--- src/rtl/tile_dma_pkg.sv ---
// tile_dma_pkg: shared FSM state encoding and memory beat geometry for tile_dma_ctrl.
package tile_dma_pkg;
  localparam int MEM_BEAT_W = 64;
  localparam int ROW_BYTES  = 8;
  typedef enum logic [3:0] {
    IDLE,
    RD_A,
    PUSH_A,
    RD_B,
    PUSH_B,
    WAIT_C,
    WR_LO,
    WR_HI,
    DONE
  } state_e;
endpackage

--- src/rtl/tile_dma_ctrl.sv ---
// tile_dma_ctrl: streams A rows / B columns from memory into the array and writes result rows back.
// Optional TILE_DMA_PERF_EN adds a saturating memory-stall counter on perf_stall_cnt.
module tile_dma_ctrl
  import tile_dma_pkg::*;
#(
  parameter int N = 8
) (
  input  logic                  clk,
  input  logic                  rst,
  input  logic                  start,
  input  logic [31:0]           a_base,
  input  logic [31:0]           b_base,
  input  logic [31:0]           c_base,
  output logic                  busy,
  output logic                  done,
  output logic                  mem_req,
  input  logic                  mem_gnt,
  output logic [31:0]           mem_addr,
  input  logic [MEM_BEAT_W-1:0] mem_rdata,
  output logic [MEM_BEAT_W-1:0] mem_wdata,
  output logic                  mem_we,
  output logic                  a_valid,
  input  logic                  a_ready,
  output logic [N*8-1:0]        a_row,
  output logic                  b_valid,
  input  logic                  b_ready,
  output logic [N*8-1:0]        b_col,
  input  logic                  c_valid,
  output logic                  c_ready,
  input  logic [N*16-1:0]       c_row,
  output logic [31:0]           perf_stall_cnt
);
  localparam int IW = $clog2(N) + 1;
  if (N != 8) begin : g_bad_n
    $error("tile_dma_ctrl: N must be 8");
  end
  state_e          state_q, state_d;
  logic [IW-1:0]   i_q, i_d;
  logic            pend_q, pend_d;
  logic [31:0]     a_base_q, b_base_q, c_base_q;
  logic [N*8-1:0]  a_row_q, a_row_d, b_col_q, b_col_d;
  logic [N*16-1:0] c_row_q, c_row_d;
  logic            accept;
  logic [IW-1:0]   i_nx;
  logic            last;
  logic [31:0]     off8, off16;
  assign i_nx  = i_q + 1'b1;
  assign last  = (i_nx == IW'(N));
  assign off8  = 32'(i_q) << 3;
  assign off16 = 32'(i_q) << 4;
  assign a_row = a_row_q;
  assign b_col = b_col_q;
  assign busy  = (state_q != IDLE) && (state_q != DONE);
  always_ff @(posedge clk) begin
    if (rst) begin
      state_q  <= IDLE;
      i_q      <= '0;
      pend_q   <= 1'b0;
      a_base_q <= '0;
      b_base_q <= '0;
      c_base_q <= '0;
      a_row_q  <= '0;
      b_col_q  <= '0;
      c_row_q  <= '0;
    end else begin
      state_q  <= state_d;
      i_q      <= i_d;
      pend_q   <= pend_d;
      a_base_q <= accept ? a_base : a_base_q;
      b_base_q <= accept ? b_base : b_base_q;
      c_base_q <= accept ? c_base : c_base_q;
      a_row_q  <= a_row_d;
      b_col_q  <= b_col_d;
      c_row_q  <= c_row_d;
    end
  end
  // Reads take two phases: request until grant, then one pend cycle to capture rdata.
  always_comb begin
    state_d   = state_q;
    i_d       = i_q;
    pend_d    = pend_q;
    a_row_d   = a_row_q;
    b_col_d   = b_col_q;
    c_row_d   = c_row_q;
    accept    = 1'b0;
    mem_req   = 1'b0;
    mem_we    = 1'b0;
    mem_addr  = '0;
    mem_wdata = '0;
    a_valid   = 1'b0;
    b_valid   = 1'b0;
    c_ready   = 1'b0;
    done      = 1'b0;
    case (state_q)
      IDLE: begin
        accept  = start;
        i_d     = start ? '0 : i_q;
        pend_d  = 1'b0;
        state_d = start ? RD_A : IDLE;
      end
      RD_A: begin
        mem_addr = a_base_q + off8;
        mem_req  = !pend_q;
        a_row_d  = pend_q ? mem_rdata : a_row_q;
        pend_d   = pend_q ? 1'b0 : mem_gnt;
        state_d  = pend_q ? PUSH_A : RD_A;
      end
      PUSH_A: begin
        a_valid = 1'b1;
        i_d     = a_ready ? (last ? '0 : i_nx) : i_q;
        state_d = a_ready ? (last ? RD_B : RD_A) : PUSH_A;
      end
      RD_B: begin
        mem_addr = b_base_q + off8;
        mem_req  = !pend_q;
        b_col_d  = pend_q ? mem_rdata : b_col_q;
        pend_d   = pend_q ? 1'b0 : mem_gnt;
        state_d  = pend_q ? PUSH_B : RD_B;
      end
      PUSH_B: begin
        b_valid = 1'b1;
        i_d     = b_ready ? (last ? '0 : i_nx) : i_q;
        state_d = b_ready ? (last ? WAIT_C : RD_B) : PUSH_B;
      end
      WAIT_C: begin
        c_ready = 1'b1;
        c_row_d = c_valid ? c_row : c_row_q;
        state_d = c_valid ? WR_LO : WAIT_C;
      end
      WR_LO: begin
        mem_req   = 1'b1;
        mem_we    = 1'b1;
        mem_addr  = c_base_q + off16;
        mem_wdata = c_row_q[MEM_BEAT_W-1:0];
        state_d   = mem_gnt ? WR_HI : WR_LO;
      end
      WR_HI: begin
        mem_req   = 1'b1;
        mem_we    = 1'b1;
        mem_addr  = c_base_q + off16 + 32'(ROW_BYTES);
        mem_wdata = c_row_q[2*MEM_BEAT_W-1:MEM_BEAT_W];
        i_d       = mem_gnt ? (last ? '0 : i_nx) : i_q;
        state_d   = mem_gnt ? (last ? DONE : WAIT_C) : WR_HI;
      end
      DONE: begin
        done    = 1'b1;
        state_d = IDLE;
      end
      default: state_d = IDLE;
    endcase
  end
`ifdef TILE_DMA_PERF_EN
  logic [31:0] stall_q;
  always_ff @(posedge clk) begin
    if (rst || accept) stall_q <= '0;
    else if (mem_req && !mem_gnt && stall_q != '1) stall_q <= stall_q + 32'd1;
  end
  assign perf_stall_cnt = stall_q;
`else
  assign perf_stall_cnt = '0;
`endif
endmodule

--- config.mk ---
export PLATFORM = sky130hd
export DESIGN_NAME = tile_dma_ctrl
export DESIGN_NICKNAME = d
export VERILOG_FILES = /design/src/rtl/tile_dma_pkg.sv /design/src/rtl/tile_dma_ctrl.sv
export SDC_FILE = /design/constraint.sdc
export NUM_CORES = 1
export LEC_CHECK = 0
export CELL_PAD_IN_SITES_DETAIL_PLACEMENT = 0
export CELL_PAD_IN_SITES_GLOBAL_PLACEMENT = 2
export CORE_MARGIN = 2
export CORE_UTILIZATION = 25
export DETAILED_ROUTE_END_ITERATION = 8
export GPL_TIMING_DRIVEN = 0
export PLACE_DENSITY = 0.79
export RECOVER_POWER = 50
export SETUP_SLACK_MARGIN = 0.1
export SYNTH_ARGS = -nofsm -noshare
export SYNTH_HDL_FRONTEND = slang
export SYNTH_SLANG_ARGS = --single-unit
export TNS_END_PERCENT = 50
--- constraint.sdc ---
create_clock -name clk -period 5.4 [get_ports clk]
set_input_delay 1.08 -clock clk [delete_from_list [all_inputs] [get_ports clk]]
set_output_delay 1.08 -clock clk [all_outputs]
set_load 0.05 [all_outputs]
# After elaboration in Yosys (flattened, before gate mapping)

Cells that the tools add are included.

Input bits: 295
Bits in registers: 361
Output and inout bits: 263
Word-level logic and storage cells: 69

Eq/ne operators: 14
Reductions and logical operators: 12
Mux-type cells: 29
Add/subtract/negate cells: 5

Operator list:

| cell                    | number |
|---|---|
| $pmux W32 S4            | 1 |
| $pmux W64 S2            | 1 |
| $add A32 B7 Y32         | 2 |
| $add A32 B4 Y32 const B | 1 |
| $add A32 B8 Y32         | 1 |
| $pmux W4 S8             | 1 |
| $mux W4                 | 7 |
| $eq A4 B3 Y1 const B    | 4 |
| $pmux W4 S4             | 1 |
| $mux W1                 | 9 |
| $mux W3                 | 3 |
| $eq A4 B2 Y1 const B    | 2 |
| $eq A4 B4 Y1 const B    | 2 |
| $mux W2                 | 4 |
| $ne A2 B2 Y1 const B    | 4 |
| $reduce_bool A4 Y1      | 2 |
| $reduce_and A2 Y1       | 3 |
| $reduce_and A5 Y1       | 1 |
| $add A4 B1 Y4 const B   | 1 |
| $eq A4 B1 Y1 const B    | 1 |
| $logic_not A4 Y1        | 1 |
| $ne A4 B4 Y1 const B    | 1 |
| $pmux W1 S2             | 2 |
| $reduce_or A2 Y1        | 2 |
| other kinds (3)         | 3 |

# Logic depth before layout (Yosys ltp)

Word-level depth: 5
Mapped depth: 17
Mapped depth without buffers: 13

# Worst setup path after synthesis

Ideal clock, no wire load.

Kind: reg2out
From: register state_q[0]
To: output port mem_addr[15]
Path buffers: 4
Cell stages (with the launch flop): 18
Data arrival time: 3.944 ns
Setup slack: 0.376 ns
Cells stage by stage: dfxtp_1 buf_2 nand4bb_4 buf_6 clkbuf_1 clkbuf_1 nand2_1 nand2_1 ha_1 fa_1 a21o_1 a21oi_1 nand2b_1 nand2b_1 nor3_1 a21boi_1 xor2_1 o22ai_1

Word-level cells in the longest chain between the ends: 2
Elaborated cells between the ends (all ways): 5

Ends and longest elaborated chain:

| what                                       | line                | text |
|---|---|---|
| start: declaration                         | tile_dma_ctrl.sv:37 | `state_e state_q, state_d;` |
| start signal: assignment                   | tile_dma_ctrl.sv:66 | `state_q <= state_d;` |
| $eq A4 B3 Y1, or another cell as far along | tile_dma_ctrl.sv:94 | `case (state_q)` |
| $pmux W32 S4 (*)                           | tile_dma_ctrl.sv:94 |  |
| end: declaration                           | tile_dma_ctrl.sv:18 | `output logic [31:0] mem_addr,` |

Every way passes the cells marked *; elsewhere a longest branch is shown, timed or not.

# Final worst setup path

From: register state_q[1]
To: output port mem_addr[10]

Same word-level chain as after synthesis.

==> flow_summary.toml <==
[sta]
fin_crit_ns = 5.199
slew_violations = 0
clock_skew_ns = 0.01756
slew_headroom = 0.3117
tightest_slew_ns = 1.032
hold-worst-slack_ns = 0.4510
setup-violations-final = 0
clock.fmax_ghz = 0.1924
hold_viol = 0
period_share = 0.9627
tns_ns = 0
rsz0062_at_grt = "true"

[power_and_ir_drop]
p_leak_uw = 0.009010
intPower_uw = 4934
peakVddDrop_mv = 0.2038
clockPowerShare = 0.465
pwr-share-seq = 0.416
p_comb_frac = 0.119
p_sw_uw = 1758
switching_share = 0.2627
power_density_nw_per_um2 = 268.3

[worst_setup_path]
cp.arrival_ns = 4.12
crit_type = "register to output pin"
cp_max_fo = 10
r2r_start = "state_q[3]"
r2r_cells = 8
crit_path_end = "mem_addr[10]"
r2r_setup_slack_ns = 2.19
cp-start-kind = "register"
rr_endpoint = "a_base_q[18]"
crit_start = "state_q[1]"
required_ns = 4.32
endpoint_kind = "output pin"

[cells_and_area]
fin_nets = 3127
finish.instance_area_um2 = 24940
drive_gt1_frac = 0.07293
area_growth_pct = 49.73

[synth]
synthSimpleGateAreaFrac = 0.2441
ys_seq_area_frac = 0.4338
synth-seq-cells = 361
yosys_warnings = 0
synth_xor_xnor_area_share = 0.03890
synth.distinct_cells = 81
yosysTopAreaCell = "dfxtp_1"
synth_top_family_by_area = "simple AND/OR/NAND/NOR gates"
synth-edff-count = 0
synth_adder_area_share = 0.01127
syn_inst = 2206
syn_avg_cell_area_um2 = 7.552
muxShareOfSynthArea = 0.01908
synth_top_area_share = 0.4338
synthFlopType = "dfxtp_1"
synthArstFlopShare = 0
syn_area_um2 = 16660
netlist_top_cells_area = "dfxtp_1 (43%), nand2_1 (18%), a21oi_1 (11%)"
synth_compound_area_frac = 0.1974

[placement]
dp_hpwl_um = 59770
placed_area_um2 = 23100
place.gp.congestion = 0.9071
portBuffers = 524

[cts]
cts_max_level = 2
clock-sinks = 361
cts_tree = "done"
ctsLongestPathBuffers = 3
root_buffer = "clkbuf_16"
clock_latency_ns = 0.59
cts_buffers = 46
hold_buffers = 0
clkTransAtPathRegs_ns = 0.05

[drt]
drt_iter0_drc = 932
vias_per_cell = 4.776
wl_um = 76650
dr.pass1.iters = 5
vias = 17790
ant_nets = 0
drc_errors = 0
wl_per_cell_um = 20.58

[global_route]
track_usage = 0.2148
grt_pass1_wl_um = 110600
grt_max_degree = 13
grt_pass1_vias = 17520
grt_overflow_total = 0
antenna_found_initial = 18

[floorplan]
fp-row-count = 94
die_h_um = 262.1
fp.dieArea_um2 = 68720
die_w_um = 262.1
num_io_pins = 558
start_util = 0.2529
core_area_um2 = 65860

[run]
cap_viol_max_count = 0

[outcome]
status = "completed"

[worst_hold_path]
hold_class = "register to register"
timing repair:
item	CTS	global route
pin swaps	5	6
gates cloned	0	0
setup buffers	3	8
gates resized for setup	165	32
setup endpoints to repair	72	26
per-stage QoR:
stage	cells	util	total power, uW	setup slack (ns)
2_1_floorplan	2237	-	3214	0.3760
3_3_place_gp	3625	0.3508	3633	-1.131
3_5_place_dp	3625	0.3508	3636	-1.160
4_1_cts	3709	0.3766	6787	0.01997
5_1_grt	3724	0.3787	6967	0.06305
6_report	3725	0.3787	6692	0.2012
how the worst min path moves through the flow:
stage | from | end | slack (ns) | depth (start not counted)
global placement | c_row_q[58] | c_row_q[58] | 0.44 | 2
global route | c_row_q[41] | c_row_q[41] | 0.47 | 2
finish | a_row[39] | a_row[39] | 0.45 | 2
floorplan | a_base_q[0] | a_base_q[0] | 0.44 | 2
CTS | c_row_q[44] | c_row_q[44] | 0.45 | 2
detailed placement | a_row[39] | a_row[39] | 0.45 | 2
area by class of cell:
| cell class | count | area (um2) |
|---|---|---|
| fillers | 6913 | 40920 |
| multi-input cells | 1670 | 8811 |
| diodes | 9 | 22.52 |
| inverters | 11 | 41.29 |
| well taps | 864 | 1081 |
| flip-flops and latches | 361 | 7229 |
| repair buffers | 535 | 5279 |
| clock buffers | 68 | 1344 |
| plain buffers | 194 | 953.4 |
| clock inverters | 13 | 182.7 |
logic make-up after synthesis:
family	Yosys count
other cells	1
simple gates	971
xor+xnor	74
fa+ha+maj	14
buf+inv	206
flops	361
compound gates	548
mux	31
placed cells by master (no fill, tap or decap), types with 5 or more instances in the layout:
master | synthesis | final
a21o_1 | 6 | 6
a211oi_1 | 6 | 5
xor2_1 | 41 | 39
mux2i_1 | 25 | 25
nor2_1 | 31 | 30
and3_1 | 17 | 17
inv_1 | 11 | 11
a22o_1 | 65 | 65
clkdlybuf4s50_1 | 0 | 370
conb_1 | 1 | 32
dfxtp_1 | 361 | 359
nand3_1 | 40 | 39
o221ai_1 | 8 | 7
clkbuf_8 | 0 | 12
o21ai_0 | 23 | 20
a21oi_1 | 381 | 379
a22oi_1 | 6 | 6
dlygate4sd3_1 | 0 | 128
ha_1 | 11 | 8
clkbuf_1 | 143 | 142
nand2b_1 | 6 | 5
o21ai_1 | 5 | 7
o22ai_1 | 8 | 6
nand4_1 | 30 | 30
xnor2_1 | 33 | 33
nor4_1 | 6 | 6
diode_2 | 0 | 9
and2_1 | 8 | 5
nand2_1 | 781 | 779
buf_6 | 2 | 6
buf_1 | 9 | 9
nor3_1 | 19 | 19
buf_2 | 9 | 15
mux2_2 | 6 | 6
clkbuf_16 | 0 | 48
buf_4 | 32 | 49
clkbuf_2 | 0 | 8
routing by layer:
layer	wire, um	GRT usage	share of wire
met5	108	0	0.0014
met4	1578	0.05697	0.021
met3	5687	0.05710	0.074
met2	38580	0.3825	0.50
met1	30690	0.2539	0.40
flip-flops by register name, indices dropped and copies added, names as in the netlist:
| register | count |
|---|---|
| c_row_q | 128 |
| a_row | 64 |
| b_col | 64 |
| a_base_q | 32 |
| b_base_q | 32 |
| c_base_q | 32 |
| i_q | 4 |
| state_q | 4 |
| pend_q | 1 |
Yosys cell counts (8+ instances only):
library cell  count
nand2_1         781
a21oi_1         381
dfxtp_1         361
clkbuf_1        143
a22o_1           65
xor2_1           41
nand3_1          40
xnor2_1          33
buf_4            32
nor2_1           31
nand4_1          30
mux2i_1          25
o21ai_0          23
nor3_1           19
and3_1           17
ha_1             11
inv_1            11
buf_1             9
buf_2             9
and2_1            8
o221ai_1          8
o22ai_1           8
power by group through the flow:
stage | registers (uW) | logic (uW) | clock network (uW)
after global placement | 2840 | 795 | 0
after global routing | 2790 | 861 | 3320
after floorplan | 2850 | 363 | 0
after CTS | 2780 | 804 | 3200
final | 2780 | 799 | 3110
after detailed placement | 2840 | 797 | 0
critical path: stages, from the launching register on:
cell and delay [ns]:
dfxtp_1 0.47, nand4bb_4 0.16, buf_8 0.16, clkbuf_8 0.17, clkbuf_16 0.19, nand2_1 0.07, nand2_1 0.13, ha_4 0.34
nand2_1 0.07, o21ai_2 0.19, and3_1 0.28, nand2_1 0.09, xor2_1 0.15, nor2_1 0.09, a21oi_1 0.07, o22ai_1 0.31
dlygate4sd2_1 0.58
(Power assumes the default switching activity.)
